--- config.mk ---
export PLATFORM = sky130hd
export DESIGN_NAME = mdu_sequencer
export DESIGN_NICKNAME = d
export VERILOG_FILES = /design/src/rtl/mdu_sequencer.sv
export SDC_FILE = /design/constraint.sdc
export NUM_CORES = 1
export LEC_CHECK = 0
export BUFFER_PORTS_ARGS = -buffer_cell sky130_fd_sc_hd__buf_2
export CAP_MARGIN = 30
export CORE_MARGIN = 2
export CORE_UTILIZATION = 54
export DETAILED_ROUTE_END_ITERATION = 10
export PLACE_DENSITY_LB_ADDON = 0.15
export SLEW_MARGIN = 20
export SYNTH_ARGS = -nofsm -noshare
export SYNTH_HDL_FRONTEND = slang
export SYNTH_SLANG_ARGS = --single-unit
--- constraint.sdc ---
create_clock -name clk -period 3.3 [get_ports clk]
set_input_delay 0.33 -clock clk [delete_from_list [all_inputs] [get_ports clk]]
set_output_delay 0.33 -clock clk [all_outputs]
set_load 0.05 [all_outputs]
--- src/rtl/mdu_sequencer.sv ---
// Issue/sequencing controller for the EX-stage multiply/divide unit: latches operands,
// times the fixed-latency mult/div cores, commits HI/LO and drives the D-stage stall.
module mdu_sequencer #(
  parameter int MUL_LAT = 5,
  parameter int DIV_LAT = 10,
  parameter int CNT_W   = 6
) (
  input  logic        clk,
  input  logic        reset,
  input  logic        op_valid,
  input  logic [2:0]  op,
  input  logic [31:0] src_a,
  input  logic [31:0] src_b,
  input  logic        cancel,
  input  logic        d_uses_mdu,
  output logic [31:0] core_a,
  output logic [31:0] core_b,
  output logic [1:0]  core_sel,
  input  logic [63:0] core_result,
  output logic        busy,
  output logic        stall,
  output logic [31:0] hi,
  output logic [31:0] lo,
  output logic        proto_err
);

  if (MUL_LAT < 1 || DIV_LAT < 1 || MUL_LAT >= (1 << CNT_W) || DIV_LAT >= (1 << CNT_W))
  begin : g_lat_check
    $error("mdu_sequencer: latencies must be >=1 and fit in CNT_W bits");
  end

  localparam logic [CNT_W-1:0] MUL_LAST = CNT_W'(MUL_LAT);
  localparam logic [CNT_W-1:0] DIV_LAST = CNT_W'(DIV_LAT);
  localparam logic [CNT_W-1:0] CNT_ONE  = CNT_W'(1);

  typedef enum logic [1:0] {S_IDLE, S_MUL, S_DIV} state_t;

  state_t           state_q, state_d;
  logic [CNT_W-1:0] cnt_q, cnt_d;
  logic [31:0]      a_q, a_d, b_q, b_d;
  logic [1:0]       sel_q, sel_d;
  logic             div0_q, div0_d;
  logic [31:0]      hi_q, hi_d, lo_q, lo_d;
  logic             perr_q, perr_d;

  logic       accept, is_mul, is_div, last_cycle;
  logic [1:0] op_sel;

  always_comb begin
    op_sel = 2'd0;
    case (op)
      3'd2:    op_sel = 2'd1;
      3'd3:    op_sel = 2'd2;
      3'd4:    op_sel = 2'd3;
      default: op_sel = 2'd0;
    endcase
  end

  assign is_mul     = (op == 3'd1) || (op == 3'd2);
  assign is_div     = (op == 3'd3) || (op == 3'd4);
  assign busy       = (state_q != S_IDLE);
  assign accept     = op_valid && !cancel && (state_q == S_IDLE);
  assign last_cycle = (state_q == S_MUL) ? (cnt_q == MUL_LAST) : (cnt_q == DIV_LAST);

  always_comb begin
    state_d = state_q;
    cnt_d   = cnt_q;
    a_d     = a_q;
    b_d     = b_q;
    sel_d   = sel_q;
    div0_d  = div0_q;
    hi_d    = hi_q;
    lo_d    = lo_q;
    perr_d  = perr_q;

    case (state_q)
      S_IDLE: begin
        if (accept) begin
          if (is_mul || is_div) begin
            a_d     = src_a;
            b_d     = src_b;
            sel_d   = op_sel;
            div0_d  = is_div && (src_b == 32'd0);
            cnt_d   = CNT_ONE;
            state_d = is_mul ? S_MUL : S_DIV;
          end else if (op == 3'd5) begin
            hi_d = src_a;
          end else if (op == 3'd6) begin
            lo_d = src_a;
          end
        end
      end
      S_MUL, S_DIV: begin
        if (last_cycle) begin
          // A zero divisor still burns the full latency but leaves HI/LO untouched.
          if (!(state_q == S_DIV && div0_q)) begin
            hi_d = core_result[63:32];
            lo_d = core_result[31:0];
          end
          state_d = S_IDLE;
          cnt_d   = '0;
        end else begin
          cnt_d = cnt_q + CNT_ONE;
        end
      end
      default: begin
        state_d = S_IDLE;
        cnt_d   = '0;
      end
    endcase

    if (op_valid && ((busy && op != 3'd0) || op == 3'd7)) perr_d = 1'b1;
  end

  always_ff @(posedge clk) begin
    if (reset) begin
      state_q <= S_IDLE;
      cnt_q   <= '0;
      a_q     <= '0;
      b_q     <= '0;
      sel_q   <= '0;
      div0_q  <= 1'b0;
      hi_q    <= '0;
      lo_q    <= '0;
      perr_q  <= 1'b0;
    end else begin
      state_q <= state_d;
      cnt_q   <= cnt_d;
      a_q     <= a_d;
      b_q     <= b_d;
      sel_q   <= sel_d;
      div0_q  <= div0_d;
      hi_q    <= hi_d;
      lo_q    <= lo_d;
      perr_q  <= perr_d;
    end
  end

  // Cores see the live EX operands when idle so they can start in the issue cycle.
  assign core_a    = busy ? a_q : src_a;
  assign core_b    = busy ? b_q : src_b;
  assign core_sel  = busy ? sel_q : op_sel;
  assign stall     = d_uses_mdu && (busy || (accept && (is_mul || is_div)));
  assign hi        = hi_q;
  assign lo        = lo_q;
  assign proto_err = perr_q;

endmodule

; Word-level counts from Yosys, hierarchy flattened
; Cells that the tools add are included.
; Widths: inputs -> output; s select.
[classes]
mul = 0
eq_ne = 19
n_lt_le_gt_ge = 0
bitwise = 0
shifts = 0
n_addsub = 1
n_reduce_logical = 25
n_mux = 27
div = 0
[ops]
columns = operator, n
row1 = $mux 32, 13
row2 = $pmux 32 s2, 2
row3 = $logic_not 32->1, 1
row4 = $mux 6, 3
row5 = $eq 3x3->1 const B, 4
row6 = $pmux 6 s2, 1
row7 = $mux 2, 5
row8 = $ne 2x2->1 const B, 5
row9 = $logic_and 1x1->1, 8
row10 = $reduce_and 7->1, 1
row11 = $add 6x1->6 const B, 1
row12 = $eq 3x2->1 const B, 2
row13 = $eq 6x3->1 const B, 1
row14 = $eq 6x4->1 const B, 1
row15 = $ne 2x1->1 const B, 3
row16 = $pmux 2 s3, 1
row17 = $reduce_and 3->1, 2
row18 = $reduce_and 6->1, 1
row19 = $logic_or 1x1->1, 5
row20 = $pmux 2 s2, 1
row21 = $reduce_bool 2->1, 2
row22 = $eq 3x1->1 const B, 1
row23 = $reduce_bool 3->1, 1
row24 = $eq 2x1->1 const B, 1
row25 = 6 further kinds, 6
[totals]
reg_bits = 140
ram_bits = 0
output_inout_bits = 133
mem_bits_ro = 0
in_bits = 136
mem_count = 0
latch_bits = 0
word_cells = 81

; Depth between registers and ports, before layout
; Gate-level depths: netlist (run 1).
[logic_depth]
word_depth = 6
mapped_depth = 9
mapped_depth_nobuf = 6

; Worst setup path after synthesis (run 1)
; Ideal clock, no wire load.
[synth_timing]
kind = reg2out
start = register state_q[0]
end = output core_sel[1]
path_stages_with_launch = 7
arrival_ns = 1.960
n_path_buf = 2
required_ns = 2.970
slack_ns = 1.010
path_cell_list = dfxtp_1 inv_1 ha_1 clkbuf_1 clkbuf_1 nor2_1 nor2_1
[synth_via]
elab_chain_cells = 2
[synth_lines]
columns = item, line_no
row1 = start: declaration, 38  ; state_t state_q, state_d;
row2 = start signal: assignment, 127  ; state_q <= state_d;
row3 = $reduce_bool 2->1, 61  ; assign busy = (state_q != S_IDLE);
row4 = $mux 2, 142  ; assign core_sel = busy ? sel_q : op_sel;
row5 = end: declaration, 18  ; output logic [1:0] core_sel,
; No other way between the ends.

; Worst setup path in the final report (run 1)
[layout_timing]
start = register state_q[0]
end = output core_a[22]
[layout_via]
elab_chain_cells = 2
[layout_lines]
columns = item, line_no
row1 = $reduce_bool 2->1, 61
row2 = $mux 32, 140  ; assign core_a = busy ? a_q : src_a;
row3 = end: declaration, 16  ; output logic [31:0] core_a,
; No other way between the ends.

==> reports/summary.json, run 1 <==
{
  "route": {
    "routed-via-count": 6656,
    "route.detailed.drc": 0,
    "drt_initial_violations": 367,
    "post_drt_via_cell_ratio": 5.22,
    "antenna_violating_nets_post_route": 0,
    "drt_pass1_iterations": 5,
    "finalWirelength_um": 18900,
    "routed_wire_length_per_instance_um": 14.8
  },
  "final_layout": {
    "drive_gt1_share_pct": 40.2,
    "final_net_count": 1228,
    "diodes": 0,
    "layout-area-overhead-vs-synth_pct": 26.6,
    "design_area_mm2": 0.00920
  },
  "global_route": {
    "overflow": 0,
    "grt_pass1_vias": 6199,
    "globalRouteTotalUtil_pct": 26.1,
    "global_route_wire_length_before_repair_um": 30300,
    "antenna_found_initial": 0,
    "grt_start_max_net_pins": 100
  },
  "floorplanning": {
    "std_cell_rows": 42,
    "floorplan.initialDensity_pct": 55.1,
    "chipHeight_um": 120,
    "die_width_um": 120,
    "core_mm2": 0.0132,
    "num_io_pins": 269,
    "floorplan.die_area_mm2": 0.0144
  },
  "synthesis": {
    "syn-cell-area_mm2": 0.00727,
    "postSynth.asyncResetShare_pct": 0,
    "synth_unique_cells": 45,
    "yosysWarningCount": 0,
    "synth-edff-count": 0,
    "net_count_after_synthesis": 996,
    "dominantRegCellSynth": "sky130_fd_sc_hd__dfxtp_1",
    "synth-seq-area-share_pct": 38.6,
    "synth_seq_cells": 140,
    "avgSynthCellArea_um2": 8.50,
    "netlist_instances": 855
  },
  "worst_hold_path": {
    "hold_path_startpoint": "src_b[24]",
    "worst_hold_path_type": "in2reg"
  },
  "worst_setup_path": {
    "critical_path_peak_fanout": 47,
    "critPathArrivalTime_ns": 2.55,
    "path_depth": 5,
    "critPathCapture": "core_a[22]",
    "required_ns": 2.97,
    "worstPathBufferInverterCount": 3,
    "setup.reg_to_reg.worst_slack_ns": 0.76,
    "rr_startpoint": "state_q[0]",
    "timing.critical_path.from": "state_q[0]",
    "path_class": "reg2out",
    "critical-path-slowest-cell": "sky130_fd_sc_hd__ha_4",
    "crit_path_start_kind": "flop",
    "cpPeakStageDelay_ns": 0.59,
    "cp_top_family": "buffers and inverters",
    "path_cells": "inv_1 -> ha_4 -> buf_4 -> mux2_2 -> buf_2",
    "reg2regPathDepth": 7,
    "end_kind": "output pin",
    "critical_path.reg2reg.endpoint": "a_q[24]"
  },
  "clock_network": {
    "clk_buf_depth": 2,
    "cts_tree": "built",
    "cts.reportedPaths.clkPinSlew_ns": 0.06,
    "root_buffer_selected_by_cts": "sky130_fd_sc_hd__clkbuf_16",
    "clkSinkCount": 140,
    "cts.hold.buffers_added": 0,
    "post_cts_resize_count": 0,
    "cts_post_setup_buffers_inserted": 0,
    "cts-htree-levels": 4,
    "tritoncts.num_buffers": 17,
    "worst_skew_pair.late_latency_ns": 0.41
  },
  "job": {
    "maxCapViolCount": 0
  },
  "timing": {
    "timing_hold_violations_final": 0,
    "max_freq_ghz": 0.347,
    "clock_skew_ns": 0.00667,
    "worst_slew_pin_slew_ns": 0.746,
    "finalMaxSlewViolations": 0,
    "totalNegativeSetupSlack_ns": 0,
    "final-setup-viol-count": 0,
    "slew_headroom_pct": 49.8,
    "layout_min_cycle_time_ns": 2.88,
    "period_share_pct": 87.4,
    "rsz_0062_raised_after_global_routing": "false"
  },
  "power_and_ir_drop": {
    "power_density_mw_per_mm2": 500,
    "static_power_due_to_leakage_nw": 4.16,
    "worst_ir_drop_vdd_mv": 0.361
  },
  "place": {
    "hpwlAfterDp_um": 13200,
    "place_area_mm2": 0.00862,
    "port_buffers": 268,
    "place_congestion": 0.814
  },
  "run_status": {
    "outcome": "finished, final reports clean"
  }
}
[worst min path at each step]
stage,cells after the start,endpoint,slack [ns]
3_3_place_gp,2,sel_q[0],0.44
2_1_floorplan,2,div0_q,0.43
4_1_cts,3,a_q[21],0.16
3_5_place_dp,2,a_q[20],0.44
5_1_grt,3,a_q[27],0.17
6_report,3,b_q[24],0.17
[through the flow]
stage	util (%)	setup slack, ns	instances	hold slack (ns)	power [W]
floorplan	-	1.01	855	0.432	0.00256
global placement	65.3	0.837	1243	0.439	0.00281
detailed placement	65.3	0.790	1243	0.444	0.00282
CTS	69.5	0.386	1275	0.159	0.00462
global route	69.7	0.253	1276	0.170	0.00479
finish	69.7	0.417	1276	0.175	0.00460
[Yosys cell counts (8+ instances only)]
cell type	n	area [um^2]
sky130_fd_sc_hd__buf_2	16	80.1
sky130_fd_sc_hd__nand4_1	8	50.1
sky130_fd_sc_hd__buf_6	10	113
sky130_fd_sc_hd__nor4_1	10	62.6
sky130_fd_sc_hd__nor2_1	72	270
sky130_fd_sc_hd__nand2_1	140	526
sky130_fd_sc_hd__a21oi_1	136	681
sky130_fd_sc_hd__dfxtp_1	140	2800
sky130_fd_sc_hd__mux2_2	124	1400
sky130_fd_sc_hd__nor2b_1	98	613
sky130_fd_sc_hd__clkbuf_1	34	128
[routing by layer]
metal  vias to the layer above  track usage (%)  wire length, um
li1                       3373                -                -
met1                      3021             33.5             8450
met2                       234             43.2             8810
met3                        28             5.37             1270
met4                         0             9.93              404
met5                         -                0                0
[final cells by class]
class                      count  area [um^2]
multi-input combinational    644         4120
sequential                   140         2800
tap                          176          220
inverter                       5         18.8
clock inverter                 8         92.6
fill                        1129         3990
timing repair buffer         279         1490
clock buffer                  24          462
[registers in the layout, summed over array words and instances (netlist names)]
| name | count |
|---|---|
| sel_q | 2 |
| proto_err | 1 |
| lo | 32 |
| cnt_q | 6 |
| state_q | 2 |
| div0_q | 1 |
| b_q | 32 |
| hi | 32 |
| a_q | 32 |
[power by group]
group	switching [W]	internal, W
logic	0.000690	0.000327
clock network	0.000679	0.00113
registers	0.0000272	0.00175
total	0.00140	0.00320
[tightest hold or removal path: stages]
cell,delay [ns]
sky130_fd_sc_hd__buf_2,0.11
sky130_fd_sc_hd__nand2_1,0.05
sky130_fd_sc_hd__a21oi_1,0.05
[cells by family (layout without fill, tap and decap cells)]
group,count (synthesis),count (layout),synth area share (%)
XOR/XNOR,2,2,0.241
flip-flops,140,140,38.6
adder cells (fa/ha/maj),5,5,0.861
AO/OA/AOI/OAI,157,157,11.9
buffers and inverters,71,316,5.08
AND/OR/NAND/NOR,351,351,23.1
multiplexers,129,129,20.2
[layout by cell type, fill, tap and decap left out, drive strengths merged, types with 2 or more instances in the layout]
master,instances
mux2,129
dfxtp,140
nand3,4
o211ai,3
ha,5
clkinv,5
nor2b,98
or3,2
buf,279
o21a,2
nand2,140
a31oi,4
nor2,72
nor3,5
and2,2
bufinv,2
nand2b,2
nand4,8
clkbuf,24
xnor2,2
o32ai,3
a21oi,136
inv,5
o31ai,2
nor4,10
Power figures use the tool's default switching activity.
==> run 2, diff against run 1 <==
--- a/config.mk
+++ b/config.mk
@@ -6,9 +6,10 @@
 export NUM_CORES = 1
 export LEC_CHECK = 0
 export BUFFER_PORTS_ARGS = -buffer_cell sky130_fd_sc_hd__buf_2
-export CAP_MARGIN = 30
-export CORE_MARGIN = 2
-export CORE_UTILIZATION = 54
+export CELL_PAD_IN_SITES_DETAIL_PLACEMENT = 1
+export CELL_PAD_IN_SITES_GLOBAL_PLACEMENT = 1
+export CORE_MARGIN = 4
+export CORE_UTILIZATION = 39
 export DETAILED_ROUTE_END_ITERATION = 10
 export PLACE_DENSITY_LB_ADDON = 0.15
 export SLEW_MARGIN = 20
==> run 2 against run 1 <==
Effect of this change: first-iteration DRC count fell by 27%; power rose by 9.4%; flip-flop and latch count is the same; largest cell class unchanged; highest routed layer is now met5; hold slack worse by 0.0060 ns; cell count up 4.2%; final area is 2.0% higher; critical path depth is the same; combinational power hardly changed; register-to-register slack about the same.
==> reports/summary.json, run 2 (synthesized netlist as in run 1, its figures left out) <==
{
  "run_status": {
    "outcome": {"value": "finished, final reports clean", "change": "unchanged"}
  },
  "final_layout": {
    "layout_commonest_cell": {"value": "sky130_fd_sc_hd__buf_2", "change": "unchanged"},
    "final_cell_mix": {"value": "sky130_fd_sc_hd__buf_2 (267), sky130_fd_sc_hd__nand2_1 (140), sky130_fd_sc_hd__dfxtp_1 (140)", "change": "unchanged"},
    "seq_area": {"value": 0.00280, "unit": "mm^2", "change": "unchanged"},
    "drive_gt1_share": {"value": 40.6, "unit": "%", "change": "was 40.2%"},
    "final_net_count": {"value": 1230, "change": "was 1228"},
    "area_occupied_by_multi_input_gates": {"value": 0.00412, "unit": "mm^2", "change": "unchanged"},
    "fillerInstances": {"value": 2282, "change": "was 1129"},
    "diodes": {"value": 0, "change": "unchanged"},
    "layout-area-overhead-vs-synth": {"value": 29.1, "unit": "%", "change": "was 26.6%"}
  },
  "worst_setup_path": {
    "end_kind": {"value": "output pin", "change": "unchanged"},
    "critPathArrivalTime": {"value": 2.37, "unit": "ns", "change": "was 2.55 ns"},
    "setup.reg_to_reg.worst_slack": {"value": 0.75, "unit": "ns", "change": "was 0.76 ns"},
    "path_class": {"value": "reg2out", "change": "unchanged"},
    "critical_path.reg2reg.endpoint": {"value": "b_q[8]", "change": "was a_q[24]"},
    "required": {"value": 2.97, "unit": "ns", "change": "about the same"},
    "critical_path_peak_fanout": {"value": 37, "change": "was 47"},
    "reg2regPathDepth": {"value": 7, "change": "unchanged"},
    "rr_startpoint": {"value": "state_q[0]", "change": "unchanged"},
    "crit_path_start_kind": {"value": "flop", "change": "unchanged"}
  },
  "route": {
    "route.detailed.drc": {"value": 0, "change": "unchanged"},
    "drt_initial_violations": {"value": 268, "change": "was 367"},
    "drt_pass1_iterations": {"value": 4, "change": "was 5"},
    "routed-via-count": {"value": 6775, "change": "was 6656"},
    "post_drt_via_cell_ratio": {"value": 5.09, "change": "was 5.22"},
    "finalWirelength": {"value": 22800, "unit": "um", "change": "was 18900 um"},
    "routed_wire_length_per_instance": {"value": 17.1, "unit": "um", "change": "was 14.8 um"},
    "antenna_violating_nets_post_route": {"value": 0, "change": "unchanged"}
  },
  "clock_network": {
    "post_cts_resize_count": {"value": 0, "change": "unchanged"},
    "cts-htree-levels": {"value": 4, "change": "unchanged"},
    "cts_post_setup_buffers_inserted": {"value": 0, "change": "unchanged"},
    "clkSinkCount": {"value": 140, "change": "unchanged"},
    "tritoncts.num_buffers": {"value": 17, "change": "unchanged"},
    "cts.reportedPaths.clkPinSlew": {"value": 0.06, "unit": "ns", "change": "about the same"},
    "cts_tree": {"value": "built", "change": "unchanged"},
    "root_buffer_selected_by_cts": {"value": "sky130_fd_sc_hd__clkbuf_16", "change": "unchanged"},
    "clk_buf_depth": {"value": 2, "change": "unchanged"},
    "cts.hold.buffers_added": {"value": 0, "change": "unchanged"},
    "worst_skew_pair.late_latency": {"value": 0.41, "unit": "ns", "change": "about the same"}
  },
  "worst_hold_path": {
    "min_delay_worst_endpoint": {"value": "b_q[20]", "change": "was b_q[24]"},
    "timing.hold.worst_path_depth": {"value": 3, "change": "unchanged"},
    "worst_hold_path_type": {"value": "in2reg", "change": "unchanged"},
    "hold_path_startpoint": {"value": "src_b[20]", "change": "was src_b[24]"}
  },
  "power_and_ir_drop": {
    "worst_ir_drop_vdd": {"value": 0.373, "unit": "mV", "change": "was 0.361 mV"},
    "power_density": {"value": 536, "unit": "mW/mm^2", "change": "was 500 mW/mm^2"},
    "static_power_due_to_leakage": {"value": 4.22, "unit": "nW", "change": "was 4.16 nW"}
  },
  "global_route": {
    "overflow": {"value": 0, "change": "unchanged"},
    "global_route_wire_length_before_repair": {"value": 35300, "unit": "um", "change": "was 30300 um"},
    "globalRouteTotalUtil": {"value": 21.2, "unit": "%", "change": "was 26.1%"},
    "antenna_found_initial": {"value": 1, "change": "was 0"},
    "grt_pass1_vias": {"value": 6784, "change": "was 6199"},
    "grt_start_max_net_pins": {"value": 104, "change": "was 100"}
  },
  "timing": {
    "clock_skew": {"value": 0.0128, "unit": "ns", "change": "was 0.00667 ns"},
    "max_freq": {"value": 0.370, "unit": "GHz", "change": "was 0.347 GHz"},
    "rsz_0062_raised_after_global_routing": {"value": "false", "change": "unchanged"},
    "totalNegativeSetupSlack": {"value": 0, "unit": "ns", "change": "unchanged"},
    "timing_hold_violations_final": {"value": 0, "change": "unchanged"},
    "period_share": {"value": 81.9, "unit": "%", "change": "was 87.4%"},
    "final.setup.worst_slack": {"value": 0.598, "unit": "ns", "change": "was 0.417 ns"},
    "layout_min_cycle_time": {"value": 2.70, "unit": "ns", "change": "was 2.88 ns"},
    "final-setup-viol-count": {"value": 0, "change": "unchanged"},
    "worst_slew_pin_slew": {"value": 0.786, "unit": "ns", "change": "was 0.746 ns"},
    "finalMaxSlewViolations": {"value": 0, "change": "unchanged"},
    "slew_headroom": {"value": 47.6, "unit": "%", "change": "was 49.8%"}
  },
  "floorplanning": {
    "die_width": {"value": 145, "unit": "um", "change": "was 120 um"},
    "num_io_pins": {"value": 269, "change": "unchanged"},
    "floorplan.initialDensity": {"value": 40.0, "unit": "%", "change": "was 55.1%"},
    "chipHeight": {"value": 145, "unit": "um", "change": "was 120 um"},
    "floorplan.die_area": {"value": 0.0209, "unit": "mm^2", "change": "was 0.0144 mm^2"},
    "core": {"value": 0.0181, "unit": "mm^2", "change": "was 0.0132 mm^2"},
    "std_cell_rows": {"value": 49, "change": "was 42"}
  },
  "place": {
    "dpl_worst_slack": {"value": 0.775, "unit": "ns", "change": "was 0.790 ns"},
    "place_congestion": {"value": 0.800, "change": "was 0.814"},
    "port_buffers": {"value": 268, "change": "unchanged"},
    "hpwlAfterDp": {"value": 16300, "unit": "um", "change": "was 13200 um"}
  },
  "job": {
    "maxCapViolCount": {"value": 0, "change": "unchanged"}
  }
}
run 2: cell count changes in the layout (fill, tap and decap cells not counted):
cell,delta
sky130_fd_sc_hd__buf_16,-1
sky130_fd_sc_hd__clkinvlp_4,+1
sky130_fd_sc_hd__clkinv_2,-3
sky130_fd_sc_hd__bufinv_16,+5
sky130_fd_sc_hd__clkbuf_1,-4
sky130_fd_sc_hd__clkbuf_8,-1
sky130_fd_sc_hd__clkinv_4,+1
sky130_fd_sc_hd__buf_4,+3
run 2: cell type report:
class	count	area share (%)
Sequential cell	140	29.9
Multi-Input combinational cell	644	43.9
Clock buffer	19	4.61
Tap cell	229	3.05
Inverter	5	0.200
Clock inverter	12	2.60
Timing Repair Buffer	281	15.8
run 2: metal layers:
metal | routed length (um) | GRT usage, % | vias to the layer above
met4 | 246 | 5.25 | 2
met1 | 10100 | 27.0 | 3212
met2 | 11000 | 36.3 | 176
met3 | 1380 | 5.09 | 19
li1 | - | - | 3366
met5 | 7 | 0 | -
run 2: how the worst max path moves through the flow:
stage,cells past startpoint,end,start,slack (ns)
3_5_place_dp,7,b_q[11],state_q[0],0.77
4_1_cts,5,core_a[23],state_q[0],0.58
5_1_grt,5,core_a[24],state_q[0],0.47
2_1_floorplan,6,core_sel[1],state_q[0],1.01
3_3_place_gp,7,b_q[19],state_q[0],0.81
6_report,5,core_a[23],state_q[0],0.60
run 2: worst max-delay path, stage by stage, from the launching register on:
cell and delay, ns:
sky130_fd_sc_hd__dfxtp_1 0.33, sky130_fd_sc_hd__inv_1 0.14, sky130_fd_sc_hd__ha_4 0.34, sky130_fd_sc_hd__buf_4 0.49, sky130_fd_sc_hd__mux2_2 0.42, sky130_fd_sc_hd__buf_2 0.22
run 2: where the power goes:
group	switching, W	total (W)	internal, W	leakage [nW]
logic	0.000712	0.00104	0.000327	2.76
registers	0.0000272	0.00177	0.00175	1.13
clock network	0.000728	0.00222	0.00149	0.323
total	0.00147	0.00503	0.00356	4.22
run 2: through the flow:
step	utilization, %	power [W]	instances	instance area, um^2	hold slack [ns]
final	51.7	0.00503	1330	9380	0.169
after global routing	51.7	0.00524	1330	9380	0.162
after CTS	51.7	0.00509	1330	9380	0.150
after detailed placement	48.0	0.00285	1299	8710	0.448
after global placement	48.0	0.00284	1299	8710	0.441
after floorplan	-	0.00256	855	7270	0.432
==> run 3, diff against run 2 <==
--- a/config.mk
+++ b/config.mk
@@ -9,7 +9,7 @@
 export CELL_PAD_IN_SITES_DETAIL_PLACEMENT = 1
 export CELL_PAD_IN_SITES_GLOBAL_PLACEMENT = 1
 export CORE_MARGIN = 4
-export CORE_UTILIZATION = 39
+export CORE_UTILIZATION = 36
 export DETAILED_ROUTE_END_ITERATION = 10
 export PLACE_DENSITY_LB_ADDON = 0.15
 export SLEW_MARGIN = 20
==> constraint.sdc (replaced) <==
create_clock -name clk -period 2.8 [get_ports clk]
set_input_delay 0.28 -clock clk [delete_from_list [all_inputs] [get_ports clk]]
set_output_delay 0.28 -clock clk [all_outputs]
set_load 0.05 [all_outputs]
==> run 3 against run 2 <==
Effect of this change: global-route usage down 0.64 points; clock power up 8%; clock skew down 0.0044 ns; power up 14%; critical path depth up 1; final area up 0.32%; cell count up 3.0%; critical path type unchanged.
==> reports/summary.json, run 3 (synthesized netlist as in run 1, its figures left out) <==
{
  "clock_network": {
    "clkSinkCount": {"value": 140, "change": "unchanged"},
    "cts.hold.buffers_added": {"value": 0, "change": "unchanged"},
    "tritoncts.num_buffers": {"value": 17, "change": "unchanged"},
    "worst_skew_pair.late_latency": {"value": 0.41, "unit": "ns", "change": "about the same"},
    "cts.reportedPaths.clkPinSlew": {"value": 0.06, "unit": "ns", "change": "about the same"},
    "post_cts_resize_count": {"value": 1, "change": "was 0"},
    "cts_post_setup_buffers_inserted": {"value": 0, "change": "unchanged"},
    "root_buffer_selected_by_cts": {"value": "sky130_fd_sc_hd__clkbuf_16", "change": "unchanged"},
    "cts-htree-levels": {"value": 4, "change": "unchanged"},
    "cts_tree": {"value": "built", "change": "unchanged"},
    "clk_buf_depth": {"value": 2, "change": "unchanged"}
  },
  "floorplanning": {
    "floorplan.initialDensity": {"value": 37.0, "unit": "%", "change": "was 40.0%"},
    "std_cell_rows": {"value": 51, "change": "was 49"},
    "die_width": {"value": 150, "unit": "um", "change": "was 145 um"},
    "core": {"value": 0.0197, "unit": "mm^2", "change": "was 0.0181 mm^2"},
    "floorplan.die_area": {"value": 0.0225, "unit": "mm^2", "change": "was 0.0209 mm^2"},
    "chipHeight": {"value": 150, "unit": "um", "change": "was 145 um"},
    "num_io_pins": {"value": 269, "change": "unchanged"}
  },
  "worst_setup_path": {
    "critical_path.reg2reg.endpoint": {"value": "hi[25]", "change": "was b_q[8]"},
    "critPathCapture": {"value": "stall", "change": "was core_a[23]"},
    "timing.critical_path.from": {"value": "state_q[0]", "change": "unchanged"},
    "critical_path_peak_fanout": {"value": 35, "change": "was 37"},
    "path_class": {"value": "reg2out", "change": "unchanged"},
    "critPathArrivalTime": {"value": 2.33, "unit": "ns", "change": "was 2.37 ns"},
    "end_kind": {"value": "output pin", "change": "unchanged"},
    "required": {"value": 2.52, "unit": "ns", "change": "was 2.97 ns"},
    "rr_startpoint": {"value": "state_q[1]", "change": "was state_q[0]"},
    "reg2regPathDepth": {"value": 7, "change": "unchanged"},
    "crit_path_start_kind": {"value": "flop", "change": "unchanged"},
    "setup.reg_to_reg.worst_slack": {"value": 0.45, "unit": "ns", "change": "was 0.75 ns"}
  },
  "run_status": {
    "outcome": {"value": "finished, final reports clean", "change": "unchanged"}
  },
  "place": {
    "port_buffers": {"value": 268, "change": "unchanged"},
    "hpwlAfterDp": {"value": 17500, "unit": "um", "change": "was 16300 um"},
    "place_congestion": {"value": 0.809, "change": "was 0.800"}
  },
  "power_and_ir_drop": {
    "internal_power": {"value": 0.00396, "unit": "W", "change": "was 0.00356 W"},
    "p_seq_share": {"value": 36.5, "unit": "%", "change": "was 35.3%"},
    "power.switching_fraction": {"value": 30.9, "unit": "%", "change": "was 29.2%"},
    "p_clk_share": {"value": 41.8, "unit": "%", "change": "was 44.1%"},
    "worst_ir_drop_vdd": {"value": 0.491, "unit": "mV", "change": "was 0.373 mV"},
    "combPwrFrac": {"value": 21.7, "unit": "%", "change": "was 20.6%"},
    "report.power.total": {"value": 0.00573, "unit": "W", "change": "was 0.00503 W"},
    "static_power_due_to_leakage": {"value": 4.21, "unit": "nW", "change": "was 4.22 nW"},
    "net-switching-power": {"value": 0.00177, "unit": "W", "change": "was 0.00147 W"},
    "power_density": {"value": 609, "unit": "mW/mm^2", "change": "was 536 mW/mm^2"}
  },
  "global_route": {
    "peak_usage_layer_in_the_global_routing_report": {"value": "met2", "change": "unchanged"},
    "grt_pass1_vias": {"value": 6787, "change": "was 6784"},
    "globalRouteTotalUtil": {"value": 20.6, "unit": "%", "change": "was 21.2%"},
    "antenna_found_initial": {"value": 0, "change": "was 1"},
    "overflow": {"value": 0, "change": "unchanged"},
    "globalRouteMet2Util": {"value": 32.6, "unit": "%", "change": "was 36.3%"},
    "grt_util_met1": {"value": 27.3, "unit": "%", "change": "was 27.0%"},
    "global_route.usage.met3": {"value": 5.81, "unit": "%", "change": "was 5.09%"},
    "grt_start_max_net_pins": {"value": 100, "change": "was 104"},
    "global_route_wire_length_before_repair": {"value": 36800, "unit": "um", "change": "was 35300 um"}
  },
  "route": {
    "routed_wire_length_per_instance": {"value": 17.3, "unit": "um", "change": "was 17.1 um"},
    "post_drt_via_cell_ratio": {"value": 4.96, "change": "was 5.09"},
    "drt_initial_violations": {"value": 280, "change": "was 268"},
    "finalWirelength": {"value": 23800, "unit": "um", "change": "was 22800 um"},
    "routed-via-count": {"value": 6798, "change": "was 6775"},
    "antenna_violating_nets_post_route": {"value": 0, "change": "unchanged"},
    "drt_pass1_iterations": {"value": 4, "change": "unchanged"},
    "route.detailed.drc": {"value": 0, "change": "unchanged"}
  },
  "timing": {
    "final-setup-viol-count": {"value": 0, "change": "unchanged"},
    "max_freq_ghz": 0.384,
    "clock_skew": {"value": 0.00844, "unit": "ns", "change": "was 0.0128 ns"},
    "timing_hold_violations_final": {"value": 0, "change": "unchanged"},
    "layout_min_cycle_time_ns": 2.61,
    "worst_slew_pin_slew": {"value": 0.927, "unit": "ns", "change": "was 0.786 ns"},
    "slew_headroom": {"value": 37.6, "unit": "%", "change": "was 47.6%"},
    "totalNegativeSetupSlack": {"value": 0, "unit": "ns", "change": "unchanged"},
    "period_share_pct": 93.1,
    "rsz_0062_raised_after_global_routing": {"value": "false", "change": "unchanged"},
    "finalMaxSlewViolations": {"value": 0, "change": "unchanged"}
  },
  "final_layout": {
    "seq_area": {"value": 0.00280, "unit": "mm^2", "change": "unchanged"},
    "fillerInstances": {"value": 2449, "change": "was 2282"},
    "layout_commonest_cell": {"value": "sky130_fd_sc_hd__buf_2", "change": "unchanged"},
    "final_cell_mix": {"value": "sky130_fd_sc_hd__buf_2 (267), sky130_fd_sc_hd__nand2_1 (140), sky130_fd_sc_hd__dfxtp_1 (140)", "change": "unchanged"},
    "final_net_count": {"value": 1232, "change": "was 1230"},
    "fin_util": {"value": 47.9, "unit": "%", "change": "was 51.7%"},
    "area_occupied_by_multi_input_gates": {"value": 0.00412, "unit": "mm^2", "change": "unchanged"},
    "drive_gt1_share": {"value": 40.8, "unit": "%", "change": "was 40.6%"},
    "layout-area-overhead-vs-synth": {"value": 29.5, "unit": "%", "change": "was 29.1%"}
  },
  "worst_hold_path": {
    "worst_hold_path_type": {"value": "in2reg", "change": "unchanged"}
  },
  "job": {
    "maxCapViolCount": {"value": 0, "change": "unchanged"}
  }
}
## run 3: cell type report
| class | instances | area share, % |
|---|---|---|
| antenna | 1 | 0.0266 |
| clock buffer | 20 | 4.75 |
| clock inverter | 12 | 1.79 |
| inverter | 5 | 0.199 |
| multi-input combinational | 644 | 43.7 |
| sequential | 140 | 29.8 |
| tap | 265 | 3.52 |
| timing repair buffer | 283 | 16.2 |
## run 3: worst max-delay path, stage by stage (launching register included)
cell and delay [ns]:
sky130_fd_sc_hd__dfxtp_1 0.33, sky130_fd_sc_hd__inv_1 0.15, sky130_fd_sc_hd__ha_4 0.33, sky130_fd_sc_hd__buf_6 0.36
sky130_fd_sc_hd__o31ai_1 0.29, sky130_fd_sc_hd__and2_1 0.24, sky130_fd_sc_hd__buf_2 0.20
## run 3: worst min path at each step
stage	slack, ns	to	cells past startpoint	startpoint
2_1_floorplan	0.42	a_q[0]	2	src_a[0]
3_3_place_gp	0.44	b_q[31]	2	b_q[31]
3_5_place_dp	0.45	a_q[30]	2	a_q[30]
4_1_cts	0.10	a_q[15]	3	src_a[15]
5_1_grt	0.11	b_q[28]	3	src_b[28]
6_report	0.12	a_q[12]	3	src_a[12]
## run 3: per-stage QoR
| step | instances | setup slack, ns | area [um^2] | hold slack, ns |
|---|---|---|---|---|
| 6_report | 1370 | 0.194 | 9410 | 0.125 |
| 5_1_grt | 1369 | 0.0232 | 9410 | 0.105 |
| 4_1_cts | 1369 | 0.148 | 9410 | 0.101 |
| 3_5_place_dp | 1337 | 0.440 | 8790 | 0.447 |
| 3_3_place_gp | 1337 | 0.507 | 8790 | 0.441 |
| 2_1_floorplan | 855 | 0.560 | 7270 | 0.416 |
## run 3: power by group through the flow
stage               Clock [W]  Combinational (W)  Sequential, W
floorplan                   0           0.000796        0.00222
global placement            0            0.00124        0.00213
detailed placement          0            0.00125        0.00213
CTS                   0.00245            0.00126        0.00209
global route          0.00255            0.00134        0.00210
finish                0.00239            0.00125        0.00209
## run 3: layer usage
metal,up-vias,share of wire (%)
li1,3390,-
met1,3207,46
met2,181,46
met3,20,6.5
met4,0,1.6
met5,-,0
